File: src/rtl/parse_pkg.sv
// -----------------------------------------------------------------------------
// parse_pkg
// Shared definitions for the fetch bundle parser.
//   - BUNDLE_W / SLOT_W     : bundle and instruction slot widths
//   - *_BIT / *_MSB / *_LSB : field positions inside a 30-bit slot
//   - INVALID_BUNDLE        : all-ones pattern Fetch drives while in reset
//   - instr_t               : decoded instruction fields
//   - decode_slot()         : splits one slot into instr_t
// -----------------------------------------------------------------------------
package parse_pkg;

    localparam int BUNDLE_W = 60;
    localparam int SLOT_W   = 30;

    // Slot field layout
    localparam int FORMAT_BIT  = 29;
    localparam int BRANCH_BIT  = 28;
    localparam int OPCODE_MSB  = 27;
    localparam int OPCODE_LSB  = 21;
    localparam int PRIM_MSB    = 20;
    localparam int PRIM_LSB    = 16;
    localparam int SEC_MSB     = 15;
    localparam int SEC_LSB     = 11;
    localparam int IMM_MSB     = 15;
    localparam int IMM_LSB     = 0;

    localparam logic [BUNDLE_W-1:0] INVALID_BUNDLE = '1;

    typedef struct packed {
        logic        format;    // 1 = reg-imm, 0 = reg-reg
        logic        branch;
        logic [6:0]  opcode;
        logic [4:0]  prim_reg;
        logic [4:0]  sec_reg;   // meaningful for reg-reg
        logic [15:0] imm;       // meaningful for reg-imm
    } instr_t;

    // secReg and imm overlap in the slot; both are always extracted and
    // decode picks one by format.
    function automatic instr_t decode_slot(input logic [SLOT_W-1:0] s);
        instr_t d;
        d.format   = s[FORMAT_BIT];
        d.branch   = s[BRANCH_BIT];
        d.opcode   = s[OPCODE_MSB:OPCODE_LSB];
        d.prim_reg = s[PRIM_MSB:PRIM_LSB];
        d.sec_reg  = s[SEC_MSB:SEC_LSB];
        d.imm      = s[IMM_MSB:IMM_LSB];
        return d;
    endfunction

endpackage

File: src/rtl/fetch_parse_fifo.sv
// -----------------------------------------------------------------------------
// fetch_parse_fifo
// Synchronous FIFO for fetch bundles with asynchronous reset and flush.
// The head entry is read combinationally so the parser can issue in the
// cycle after a bundle is written.
// Ports:
//   clock_i, reset_i : clock, async active-high reset
//   flush            : clears pointers and occupancy (wins over push/pop)
//   push, wr_data    : write request; accepted when not full, or when full
//                      and a pop happens in the same cycle
//   pop              : remove the head entry (ignored when empty)
//   rd_data          : head entry
//   full, empty      : occupancy flags
//   count_next       : occupancy after this edge
// -----------------------------------------------------------------------------
module fetch_parse_fifo #(
    parameter int DEPTH = 4,
    parameter int WIDTH = 60
) (
    input  logic                       clock_i,
    input  logic                       reset_i,
    input  logic                       flush,
    input  logic                       push,
    input  logic [WIDTH-1:0]           wr_data,
    input  logic                       pop,
    output logic [WIDTH-1:0]           rd_data,
    output logic                       full,
    output logic                       empty,
    output logic [$clog2(DEPTH):0]     count_next
);

    localparam int AW = $clog2(DEPTH);
    localparam int CW = AW + 1;

    logic [WIDTH-1:0] mem [DEPTH];
    logic [AW-1:0]    wr_ptr_reg;
    logic [AW-1:0]    rd_ptr_reg;
    logic [CW-1:0]    count_reg;

    logic accept;
    logic pop_ok;

    assign full    = (count_reg == CW'(DEPTH));
    assign empty   = (count_reg == '0);
    assign pop_ok  = pop && !empty;
    // A full FIFO still takes a bundle when the head leaves in the same cycle.
    assign accept  = push && (!full || pop_ok);
    assign rd_data = mem[rd_ptr_reg];

    always_comb begin
        count_next = count_reg;
        if (flush) begin
            count_next = '0;
        end else begin
            case ({accept, pop_ok})
                2'b10:   count_next = count_reg + CW'(1);
                2'b01:   count_next = count_reg - CW'(1);
                default: count_next = count_reg;
            endcase
        end
    end

    // Pointers are AW bits wide, so they wrap modulo DEPTH on their own.
    always_ff @(posedge clock_i or posedge reset_i) begin
        if (reset_i) begin
            wr_ptr_reg <= '0;
            rd_ptr_reg <= '0;
            count_reg  <= '0;
        end else if (flush) begin
            wr_ptr_reg <= '0;
            rd_ptr_reg <= '0;
            count_reg  <= '0;
        end else begin
            if (accept) wr_ptr_reg <= wr_ptr_reg + AW'(1);
            if (pop_ok) rd_ptr_reg <= rd_ptr_reg + AW'(1);
            count_reg <= count_next;
        end
    end

    // Storage is not reset; occupancy alone decides what is valid.
    always_ff @(posedge clock_i) begin
        if (accept && !flush) mem[wr_ptr_reg] <= wr_data;
    end

endmodule

File: src/rtl/fetch_parse.sv
// -----------------------------------------------------------------------------
// fetch_parse
// Consumer end of the fetch bundle interface. Buffers 60-bit two-instruction
// bundles, splits them into 30-bit slots (upper slot first) and issues one
// decoded instruction per cycle over a valid/ready handshake.
// Parameters:
//   DEPTH        : bundle FIFO depth, power of two, >= 2
//   STALL_MARGIN : stall_o asserts when occupancy >= DEPTH-STALL_MARGIN
// Ports:
//   clock_i, reset_i       : clock, async active-high reset
//   flushBack_i            : synchronous flush (overflow_o survives it)
//   data_i, enable_i       : incoming bundle and its qualifier
//   stall_o                : registered almost-full
//   overflow_o             : sticky, a bundle was dropped while full
//   instr_valid_o/ready_i  : output handshake
//   instr_*_o              : decoded fields of the issued slot
//   instr_slot_o           : 0 = upper half, 1 = lower half
// Build option:
//   FETCH_PARSE_NOP_SQUASH_EN : when defined, all-zero slots are skipped
//                               instead of issued.
// -----------------------------------------------------------------------------
module fetch_parse
    import parse_pkg::*;
#(
    parameter int DEPTH        = 4,
    parameter int STALL_MARGIN = 1
) (
    input  logic                clock_i,
    input  logic                reset_i,
    input  logic                flushBack_i,
    input  logic [BUNDLE_W-1:0] data_i,
    input  logic                enable_i,
    output logic                stall_o,
    output logic                overflow_o,
    output logic                instr_valid_o,
    input  logic                instr_ready_i,
    output logic                instr_format_o,
    output logic                instr_branch_o,
    output logic [6:0]          instr_opcode_o,
    output logic [4:0]          instr_primReg_o,
    output logic [4:0]          instr_secReg_o,
    output logic [15:0]         instr_imm_o,
    output logic                instr_slot_o
);

    localparam int CW = $clog2(DEPTH) + 1;

    logic [BUNDLE_W-1:0] head;
    logic                fifo_full;
    logic                fifo_empty;
    logic [CW-1:0]       count_next;

    logic                push_req;
    logic                pop_req;
    logic                drop;

    logic [SLOT_W-1:0]   slot_data [2];
    logic [SLOT_W-1:0]   cur_slot;
    logic                slot_is_nop;
    logic                out_free;
    logic                take;
    logic                load;

    logic                slot_ptr_reg;
    logic                valid_reg;
    logic                slot_reg;
    logic                stall_reg;
    logic                overflow_reg;
    instr_t              instr_reg;

    // Fetch drives all-ones while it is in reset; such bundles carry nothing.
    assign push_req = enable_i && (data_i != INVALID_BUNDLE) && !flushBack_i;
    assign drop     = push_req && fifo_full && !pop_req;

    fetch_parse_fifo #(
        .DEPTH (DEPTH),
        .WIDTH (BUNDLE_W)
    ) u_fifo (
        .clock_i    (clock_i),
        .reset_i    (reset_i),
        .flush      (flushBack_i),
        .push       (push_req),
        .wr_data    (data_i),
        .pop        (pop_req),
        .rd_data    (head),
        .full       (fifo_full),
        .empty      (fifo_empty),
        .count_next (count_next)
    );

    // Slot 0 occupies the upper half of the bundle.
    generate
        for (genvar gi = 0; gi < 2; gi++) begin : g_slot
            assign slot_data[gi] = head[BUNDLE_W-1-gi*SLOT_W -: SLOT_W];
        end
    endgenerate

    assign cur_slot = slot_data[slot_ptr_reg];

`ifdef FETCH_PARSE_NOP_SQUASH_EN
    assign slot_is_nop = (cur_slot == '0);
`else
    assign slot_is_nop = 1'b0;
`endif

    // The output register can accept a new slot when it is empty or being
    // consumed. A squashed slot still advances the pointer but loads nothing.
    assign out_free = !valid_reg || instr_ready_i;
    assign take     = out_free && !fifo_empty && !flushBack_i;
    assign load     = take && !slot_is_nop;
    assign pop_req  = take && slot_ptr_reg;

    always_ff @(posedge clock_i or posedge reset_i) begin
        if (reset_i) begin
            slot_ptr_reg <= 1'b0;
            valid_reg    <= 1'b0;
            slot_reg     <= 1'b0;
            instr_reg    <= '0;
        end else if (flushBack_i) begin
            slot_ptr_reg <= 1'b0;
            valid_reg    <= 1'b0;
        end else begin
            if (take) slot_ptr_reg <= ~slot_ptr_reg;
            if (out_free) begin
                valid_reg <= load;
                if (load) begin
                    instr_reg <= decode_slot(cur_slot);
                    slot_reg  <= slot_ptr_reg;
                end
            end
        end
    end

    // stall follows next-cycle occupancy so it is registered but not late.
    always_ff @(posedge clock_i or posedge reset_i) begin
        if (reset_i) begin
            stall_reg    <= 1'b0;
            overflow_reg <= 1'b0;
        end else begin
            stall_reg <= (count_next >= CW'(DEPTH - STALL_MARGIN));
            if (drop) overflow_reg <= 1'b1;
        end
    end

    assign stall_o         = stall_reg;
    assign overflow_o      = overflow_reg;
    assign instr_valid_o   = valid_reg;
    assign instr_slot_o    = slot_reg;
    assign instr_format_o  = instr_reg.format;
    assign instr_branch_o  = instr_reg.branch;
    assign instr_opcode_o  = instr_reg.opcode;
    assign instr_primReg_o = instr_reg.prim_reg;
    assign instr_secReg_o  = instr_reg.sec_reg;
    assign instr_imm_o     = instr_reg.imm;

endmodule
File: config.mk
export PLATFORM = sky130hd
export DESIGN_NAME = fetch_parse
export DESIGN_NICKNAME = d
export VERILOG_FILES = /design/src/rtl/parse_pkg.sv /design/src/rtl/fetch_parse_fifo.sv /design/src/rtl/fetch_parse.sv
export SDC_FILE = /design/constraint.sdc
export NUM_CORES = 1
export LEC_CHECK = 0
export ABC_AREA = 1
export CAP_MARGIN = 30
export CORE_UTILIZATION = 40
export CTS_BUF_LIST = sky130_fd_sc_hd__clkbuf_16
export DETAILED_ROUTE_END_ITERATION = 8
export GPL_ROUTABILITY_DRIVEN = 0
export PLACE_DENSITY = 0.7
export REMOVE_ABC_BUFFERS = 1
export SLEW_MARGIN = 20
export SYNTH_ARGS = -nofsm -noshare
export SYNTH_HDL_FRONTEND = slang
export SYNTH_HIERARCHICAL = 1
export SYNTH_SLANG_ARGS = --single-unit
File: constraint.sdc
create_clock -name clock_i -period 5.15 [get_ports clock_i]
set_input_delay 0.7725 -clock clock_i [delete_from_list [all_inputs] [get_ports clock_i]]
set_output_delay 0.7725 -clock clock_i [all_outputs]
set_load 0.02 [all_outputs]
==> results_dict.tcl <==
set metrics [dict create \
    path_cells "clkdlybuf4s50_1 > nand2_1 > inv_1 > nand2_1 > nor2_1 > nand2_1 > nor2_1 > a21oi_1 > nand3_2 > nor2_4 > buf_12" \
    setup_tns_ps 0 \
    synth_top_cell_area_share 0.641 \
    relSlewSlack 0.506 \
    synth_common_cells "edfxtp_1, nor2_1, nand2_1, o21ai_0, o22ai_1" \
    muxShareOfSynthArea 0 \
    fin_crit_ps 3260 \
    period_share 0.633 \
    rsz0062_at_grt "false" \
    drt-initial-drc-count 663 \
    synth_top_family_by_area "simple AND/OR/NAND/NOR gates" \
    status "completed" \
    irDropWorstVdd_v 0.000279 \
    coreArea_sq_um 27300 \
    synth_warnings 6 \
    setup_viol 0 \
    max_stage_delay_ps 610 \
    cts_buffer_depth 3 \
    cts_made_buffers 29 \
    dieHeight_um 170 \
    startpoint_type "primary input" \
    routed-via-count 7223 \
    grt.total_usage 0.182 \
    clock_sinks 282 \
    cp.arrival_ps 3480 \
    synth_top_flop_cell "edfxtp_1" \
    drc_errors 0 \
    drt_wl_total_mm 25.7 \
    clkSlewWorstSetupHoldPaths_ps 60 \
    synth.area.top_cells "edfxtp_1, dfrtp_1, o21ai_0" \
    diodes 0 \
    grt_pass1_wl_mm 40.2 \
    hold_viol 0 \
    synth-simple-area-share 0.122 \
    route.antenna.remaining_nets 0 \
    drv_slew 0 \
    h-tree-depth 1 \
    dp_hpwl_mm 15.0 \
    ys_ff_latch 282 \
    grt_overflow 0 \
    synth_fa_ha_area_frac 0.00623 \
    synth.avg_cell_area_sq_um 12.5 \
    post_drt_via_cell_ratio 5.20 \
    cts_setup_buffers 0 \
    grt_start_max_net_pins 65 \
    critPathMostFrequentCell "nand2_1" \
    io_buffer_count 103 \
    slowest_stage "nor2_4" \
    cp-end-kind "flip-flop" \
    firstDrtPassIters 5 \
    worstPathBufferInverterCount 3 \
    top_register "u_fifo/mem" \
    die_w_um 170 \
    die_area_sq_um 28800 \
    power_density_nw_per_um2 412 \
    antenna_found_initial 0 \
    maxCapViolCount 0 \
    yosysSeqAreaShare 0.735 \
    synth.largest_area_cell "edfxtp_1" \
    finalClockSkew_ps 12.7 \
    rows 60 \
    hold_class "flip-flop to flip-flop" \
    ys_types 28 \
    worstPathRequired_ps 5370 \
    wl_per_cell_um 18.5 \
    crit_family "simple AND/OR/NAND/NOR gates" \
    synth_compound_area_frac 0.0919 \
    p_leak_nw 4.91 \
    crit_type "primary input to flip-flop" \
    largest_register_ffs 240 \
    syn_inst 898 \
    synth_xor_area_frac 0 \
    syn_area_sq_um 11200 \
    synth-edff-count 240 \
    io_pins 104 \
    clkLatencyLatePin_ps 550 \
    synth_most_common_cell "edfxtp_1" \
    synthArstFlopShare 0.149 \
    critPathMaxFanout 42 \
    cts_resized 0 \
    holdBufCountCts 0 \
    finalPower_mw 5.62 \
    synthToLayoutAreaGrowth_pct 21.3 \
    worst_pin_slew_ps 741 \
    fmax_mhz 307 \
    cts_root_buf "clkbuf_16" \
    initial_core_util 0.412 \
    drive_above_1_share 0.0885 \
    nets 1064 \
    grt_pass1_vias 7164 \
    cts_tree "yes" \
]
## layout by cell type, fill, tap and decap left out, drive strengths merged, types with 14 or more instances in the layout
cell type	netlist	final
o21ai	126	126
buf	39	14
nand3	39	39
edfxtp	240	240
clkbuf	13	29
nand2	135	135
clkdlybuf4s50	0	103
o22ai	60	60
clkinv	0	14
dfrtp	42	42
inv	42	44
nor2	142	142
## metal layers
layer | share of wire | vias up | GRT usage
met3 | 0.062 | 41 | 0.0271
met5 | 0 | - | 0
met2 | 0.48 | 233 | 0.297
met1 | 0.44 | 3561 | 0.254
met4 | 0.019 | 0 | 0.0513
li1 | - | 3388 | -
## power by group
| group | switching (mW) | leakage [nW] | internal [mW] | total, mW |
|---|---|---|---|---|
| logic | 0.355 | 1.69 | 0.298 | 0.653 |
| registers | 0.0828 | 2.70 | 2.60 | 2.68 |
| clock network | 0.858 | 0.522 | 1.43 | 2.29 |
| total | 1.30 | 4.91 | 4.32 | 5.62 |
## path summary, 6_finish.rpt
kind / slack [ps] / endpoint / depth (start not counted) / from
worst max-delay path: 1890 / u_fifo/mem[1][30] / 11 / data_i[27]
worst min-delay path: 460 / overflow_o / 2 / overflow_o
worst max register to register: 1950 / u_fifo/mem[1][30] / 13 / u_fifo/count_reg[0]
worst min register to register: 460 / overflow_o / 2 / overflow_o
max in group asynchronous: 4000 / instr_imm_o[10] / 3 / reset_i
min in group asynchronous: 570 / u_fifo/wr_ptr_reg[1] / 2 / reset_i
## worst register-to-register path, delay by kind of cell (launching register included)
family / cells / cell delay [ps]
flops: 1 / 420
simple gates: 9 / 1550
buf+inv: 4 / 880
## cell type report
cell class              instances  area [sq um]
well taps                     372           465
repair buffers                117          1190
clock buffers                  29           726
multi-input cells             522          2500
inverters                      42           161
clock inverters                25           330
fillers                      2311         13600
flip-flops and latches        282          8260
## cell families (layout without fill, tap and decap cells)
family / after synthesis / in the layout
simple gates: 326 / 326
compound gates: 191 / 191
flops: 282 / 282
buf+inv: 94 / 213
fa+ha+maj: 5 / 5
## stage by stage
stage / worst slack [ps] / instance area, sq um / util / cells / hold slack (ps)
floorplan: 513 / 10900 / - / 846 / 498
global placement: 1380 / 12500 / 0.460 / 1333 / 462
detailed placement: 1340 / 12600 / 0.461 / 1334 / 452
CTS: 1910 / 13600 / 0.500 / 1388 / 467
global route: 1700 / 13600 / 0.501 / 1389 / 521
finish: 1890 / 13600 / 0.501 / 1389 / 459
Note: power is estimated with default switching activity, not from simulation.
